===== config.mk =====
export PLATFORM = sky130hd
export DESIGN_NAME = csr_spmv_sequencer
export DESIGN_NICKNAME = d
export VERILOG_FILES = /design/src/rtl/csr_spmv_sequencer.sv
export SDC_FILE = /design/constraint.sdc
export NUM_CORES = 1
export LEC_CHECK = 0
export ABC_AREA = 1
export BUFFER_PORTS_ARGS = -buffer_cell sky130_fd_sc_hd__buf_4
export CAP_MARGIN = 30
export CORE_MARGIN = 8
export CORE_UTILIZATION = 40
export CTS_CLUSTER_SIZE = 16
export DETAILED_ROUTE_END_ITERATION = 16
export HOLD_SLACK_MARGIN = 0.03
export PLACE_DENSITY = 0.71
export SLEW_MARGIN = 15
export SYNTH_ARGS = -nofsm -noshare
export SYNTH_HDL_FRONTEND = slang
export SYNTH_SLANG_ARGS = --single-unit

===== constraint.sdc =====
create_clock -name clk -period 2.19 [get_ports clk]
set_input_delay 0.3285 -clock clk [delete_from_list [all_inputs] [get_ports clk]]
set_output_delay 0.3285 -clock clk [all_outputs]
set_load 0.01 [all_outputs]

===== src/rtl/csr_spmv_sequencer.sv =====
// CSR sparse-matrix read sequencer: walks row pointers, fetches value/column pairs
// and streams one (value, col, row) beat per nonzero (or one beat per empty row).
module csr_spmv_sequencer #(
    parameter int ADDR_W  = 14,
    parameter int DATA_W  = 32,
    parameter int ROW_W   = 10,
    parameter int RAM_LAT = 1
) (
    input  logic              clk,
    input  logic              reset,
    input  logic              start,
    input  logic [ROW_W-1:0]  num_rows,
    output logic              busy,
    output logic              done,
    output logic              err,
    output logic [ADDR_W-1:0] row_addr,
    input  logic [DATA_W-1:0] row_rdata,
    output logic [ADDR_W-1:0] nz_addr,
    input  logic [DATA_W-1:0] val_rdata,
    input  logic [DATA_W-1:0] col_rdata,
    output logic              out_valid,
    input  logic              out_ready,
    output logic [DATA_W-1:0] out_value,
    output logic [DATA_W-1:0] out_col,
    output logic [ROW_W-1:0]  out_row,
    output logic              out_last,
    output logic              out_empty
);

    localparam int CNT_W = $clog2(RAM_LAT + 1);
    localparam logic [CNT_W-1:0] LAT = CNT_W'(RAM_LAT);

    typedef enum logic [3:0] {
        IDLE, PTR0, PTRN, EMPTY, NZ_ISSUE, NZ_WAIT, NZ_OUT, NEXT, FIN
    } state_t;

    state_t            state;
    logic [CNT_W-1:0]  cnt;
    logic [ROW_W-1:0]  num_r;
    logic [ROW_W-1:0]  r;
    logic [ADDR_W-1:0] lo;
    logic [ADDR_W-1:0] hi;
    logic [ADDR_W-1:0] k;
    logic [ADDR_W-1:0] row_data;
    logic              rd_ready;
    logic              last_row;
    logic              unused_row_bits;

    assign nz_addr         = k;
    assign row_data        = row_rdata[ADDR_W-1:0];
    assign rd_ready        = (cnt == LAT);
    assign last_row        = ((r + ROW_W'(1)) == num_r);
    assign unused_row_bits = ^(row_rdata >> ADDR_W);

    // cnt counts cycles since the last address change; data is usable once it reaches RAM_LAT.
    // The next row pointer address is issued on entry to NEXT so PTRN costs only RAM_LAT cycles.
    always_ff @(posedge clk or negedge reset) begin
        if (!reset) begin
            state     <= IDLE;
            cnt       <= '0;
            num_r     <= '0;
            r         <= '0;
            lo        <= '0;
            hi        <= '0;
            k         <= '0;
            busy      <= 1'b0;
            done      <= 1'b0;
            err       <= 1'b0;
            row_addr  <= '0;
            out_valid <= 1'b0;
            out_value <= '0;
            out_col   <= '0;
            out_row   <= '0;
            out_last  <= 1'b0;
            out_empty <= 1'b0;
        end else begin
            done <= 1'b0;
            if (cnt != LAT) cnt <= cnt + CNT_W'(1);
            case (state)
                IDLE: begin
                    if (start) begin
                        num_r    <= num_rows;
                        err      <= 1'b0;
                        busy     <= 1'b1;
                        r        <= '0;
                        row_addr <= '0;
                        cnt      <= '0;
                        state    <= (num_rows == '0) ? FIN : PTR0;
                    end
                end
                PTR0: begin
                    if (rd_ready) begin
                        lo       <= row_data;
                        row_addr <= ADDR_W'(1);
                        cnt      <= '0;
                        state    <= PTRN;
                    end
                end
                PTRN: begin
                    if (rd_ready) begin
                        hi <= row_data;
                        if (row_data > lo) begin
                            k     <= lo;
                            cnt   <= '0;
                            state <= NZ_ISSUE;
                        end else begin
                            // A decreasing pointer is flagged and the row is emitted as empty.
                            if (row_data < lo) err <= 1'b1;
                            out_valid <= 1'b1;
                            out_empty <= 1'b1;
                            out_last  <= 1'b1;
                            out_row   <= r;
                            out_value <= '0;
                            out_col   <= '0;
                            state     <= EMPTY;
                        end
                    end
                end
                EMPTY: begin
                    if (out_ready) begin
                        out_valid <= 1'b0;
                        state     <= NEXT;
                        if (!last_row) begin
                            row_addr <= ADDR_W'(r) + ADDR_W'(2);
                            cnt      <= '0;
                        end
                    end
                end
                NZ_ISSUE: state <= NZ_WAIT;
                NZ_WAIT: begin
                    if (rd_ready) begin
                        out_value <= val_rdata;
                        out_col   <= col_rdata;
                        out_row   <= r;
                        out_last  <= (k == hi - ADDR_W'(1));
                        out_empty <= 1'b0;
                        out_valid <= 1'b1;
                        state     <= NZ_OUT;
                    end
                end
                NZ_OUT: begin
                    if (out_ready) begin
                        out_valid <= 1'b0;
                        if (out_last) begin
                            state <= NEXT;
                            if (!last_row) begin
                                row_addr <= ADDR_W'(r) + ADDR_W'(2);
                                cnt      <= '0;
                            end
                        end else begin
                            k     <= k + ADDR_W'(1);
                            cnt   <= '0;
                            state <= NZ_ISSUE;
                        end
                    end
                end
                NEXT: begin
                    lo    <= hi;
                    r     <= r + ROW_W'(1);
                    state <= last_row ? FIN : PTRN;
                end
                FIN: begin
                    done  <= 1'b1;
                    busy  <= 1'b0;
                    state <= IDLE;
                end
                default: state <= IDLE;
            endcase
        end
    end

endmodule


==> results.tsv <==
metric	value	unit
cp-start-kind	flip-flop	
core	19500	um^2
num_antenna_cells	0	
slowest_stage	dfrtp_1	
root_buffer	clkbuf_16	
outcome	complete, no violations	
ioPinCount	218	
end_kind	flip-flop	
setup_viol	0	
overflow	0	
crit_type	flip-flop to flip-flop	
max_cap_violations	0	
grt_pass1_wl	37100	um
cts_sinks	158	
antenna_found_initial	1	
ys.flop_type	dfrtp_1	
die_w	157	um
total_leakage_power	5.46	nW
cp_max_fo	47	
via_per_inst	5.00	
post-route-period-util	0.949	
power	0.0160	W
yosysWarnings	0	
rows	51	
synth.area.top_cells	dfrtp_1 49%, nand2_1 12%, a22o_1 7.0%, inv_1 4.7%, o21ai_0 4.5%	
synth_commonest_cells	250 x nand2_1, 158 x dfrtp_1, 101 x inv_1	
fin_skew	0.0101	ns
yosysTopAreaCellShare	0.494	
ff2ff_setup_slack	0.11	ns
finalSetupTns	0	ns
vias	7256	
insertion_delay	0.42	ns
clock_path_buffers	2	
drive_gt1_frac	0.260	
drtIter0Drc	514	
drt_wl_total	23800	um
rr_worst_depth	11	
netlist_area	8010	um^2
synth.distinct_cells	37	
route.detailed.wl_per_inst	16.4	um
place.gp.congestion	0.918	
avgSynthCellArea	8.43	um^2
drv_slew	0	
cts_htree_levels	4	
netlist.top_cell.by_area	dfrtp_1	
grt_max_degree	67	
synthArstFlopShare	1.00	
crit_chain	inv_1 > ha_1 > nand2_1 > nor2_2 > inv_1 > nor2_2 > nand4_1 > nand3_2 > nand2_4 > buf_12 > a22o_1	
yosys.cell_count.top_type	nand2_1	
power_density	1490	nW/um^2
synth-seq-area-share	0.494	
die_h	157	um
ir_drop	0.685	mV
ys_ff_latch	158	
grt_use_total	0.190	
cts_buffers	17	
drt_first_pass_iters	5	
synth-edff-count	0	
grt_pass1_vias	7086	
fin_util	0.552	
cts_tree	done	
fmax	481	MHz
place_hpwl	17800	um
die-area	24800	um^2
hold_viol	0	
placed_cell_area	9970	um^2
fill_cells	1792	
areaGrowthSynthToFinish	34.7	%
crit_required	2.49	ns
arrival	2.38	ns
finalNetCount	1300	
drt_drc_violations_left	0	
hold_class	primary input to flip-flop	
initial_core_util	0.410	
numPortBuffers	196	
clkSlewWorstSetupHoldPaths	0.07	ns
finalCriticalPeriod	2.08	ns
hold_depth	3	
max_stage_delay	0.35	ns
postSynthCellCount	950	
final_area	10800	um^2
final_antenna_net_count	0	
[repair_timing]
item | CTS | global route
hold endpoints to repair | 46 | 0
pin swaps | 0 | 7
resized for setup | 4 | 21
endpoints found under the setup margin | 76 | 94
hold buffers | 1 | 0
cloned | 0 | 3
setup buffers | 0 | 3
[routing by layer]
| metal | part of all wire | vias up | routed length [um] | track usage |
|---|---|---|---|---|
| li1 | - | 3605 | - | - |
| met1 | 0.43 | 3385 | 10200 | 0.242 |
| met2 | 0.49 | 228 | 11600 | 0.311 |
| met3 | 0.060 | 36 | 1430 | 0.0425 |
| met4 | 0.024 | 2 | 574 | 0.0703 |
| met5 | 0.00042 | - | 10 | 0 |
[cell families (layout without fill, tap and decap cells)]
kind of cell	after synthesis	in the layout	share of synthesized area
other	1	3	0.000468
XOR/XNOR	25	25	0.0274
AO/OA/AOI/OAI	183	183	0.151
AND/OR/NAND/NOR	423	425	0.228
buffers and inverters	142	373	0.0711
adder cells (fa/ha/maj)	18	18	0.0281
flip-flops	158	158	0.494
[path summary, 6_finish.rpt]
check,startpoint,endpoint
worst max-delay path,lo[13],out_col[19]
worst max register to register,lo[13],out_col[19]
min in group asynchronous,reset,lo[10]
max in group asynchronous,reset,out_value[16]
worst min register to register,row_addr[5],row_addr[5]
worst min-delay path,num_rows[1],num_r[1]
[critical path, delay by kind of cell (launching register included)]
family          cells  cell delay (ns)
fa+ha+maj           1             0.30
simple gates        6             0.77
compound gates      1             0.21
flops               1             0.35
buf+inv             3             0.33
[through the flow]
stage	instances	worst slack (ns)	hold WS, ns
after floorplan	952	0.253	0.0329
after global placement	1411	-0.0444	0.304
after detailed placement	1411	-0.121	0.305
after CTS	1444	0.0188	0.0899
after global routing	1450	-0.00284	0.101
final	1450	0.111	0.110
[registers in the layout (all words and copies together) (netlist names)]
name	cells
out_col	32
out_value	32
hi	14
lo	14
nz_addr	14
row_addr	11
num_r	10
out_row	10
r	10
state	4
busy	1
cnt	1
done	1
err	1
out_empty	1
out_last	1
out_valid	1
[cell type report]
cell class | instances | area [um^2] | share of cell area
well taps | 265 | 332 | 0.0308
flip-flops and latches | 158 | 3960 | 0.367
inverters | 107 | 404 | 0.0375
multi-input cells | 654 | 3610 | 0.335
repair buffers | 234 | 1860 | 0.173
clock buffers | 18 | 439 | 0.0407
clock inverters | 14 | 171 | 0.0159
[layout by cell type (no fill, tap or decap), drive strengths merged]
| cell | n |
|---|---|
| nand2 | 254 |
| buf | 232 |
| dfrtp | 158 |
| inv | 115 |
| o21ai | 82 |
| nand3 | 69 |
| nor2 | 67 |
| a22o | 64 |
| clkbuf | 19 |
| ha | 18 |
| xor2 | 15 |
| nand4 | 14 |
| o211ai | 14 |
| a21oi | 12 |
| xnor2 | 10 |
| nor3 | 10 |
| o22ai | 8 |
| or2 | 4 |
| nand3b | 3 |
| conb | 3 |
| nor3b | 2 |
| clkinvlp | 2 |
| bufinv | 2 |
| clkinv | 2 |
| and3 | 1 |
| nor4 | 1 |
| o21a | 1 |
| o2111ai | 1 |
| a31oi | 1 |
| dlygate4sd3 | 1 |
[power breakdown]
group	total, W	internal (W)	switching, W
clock	0.00306	0.00176	0.00131
combinational	0.00780	0.00348	0.00432
sequential	0.00519	0.00419	0.00100
total	0.0160	0.00942	0.00663
(Power assumes the default switching activity.)
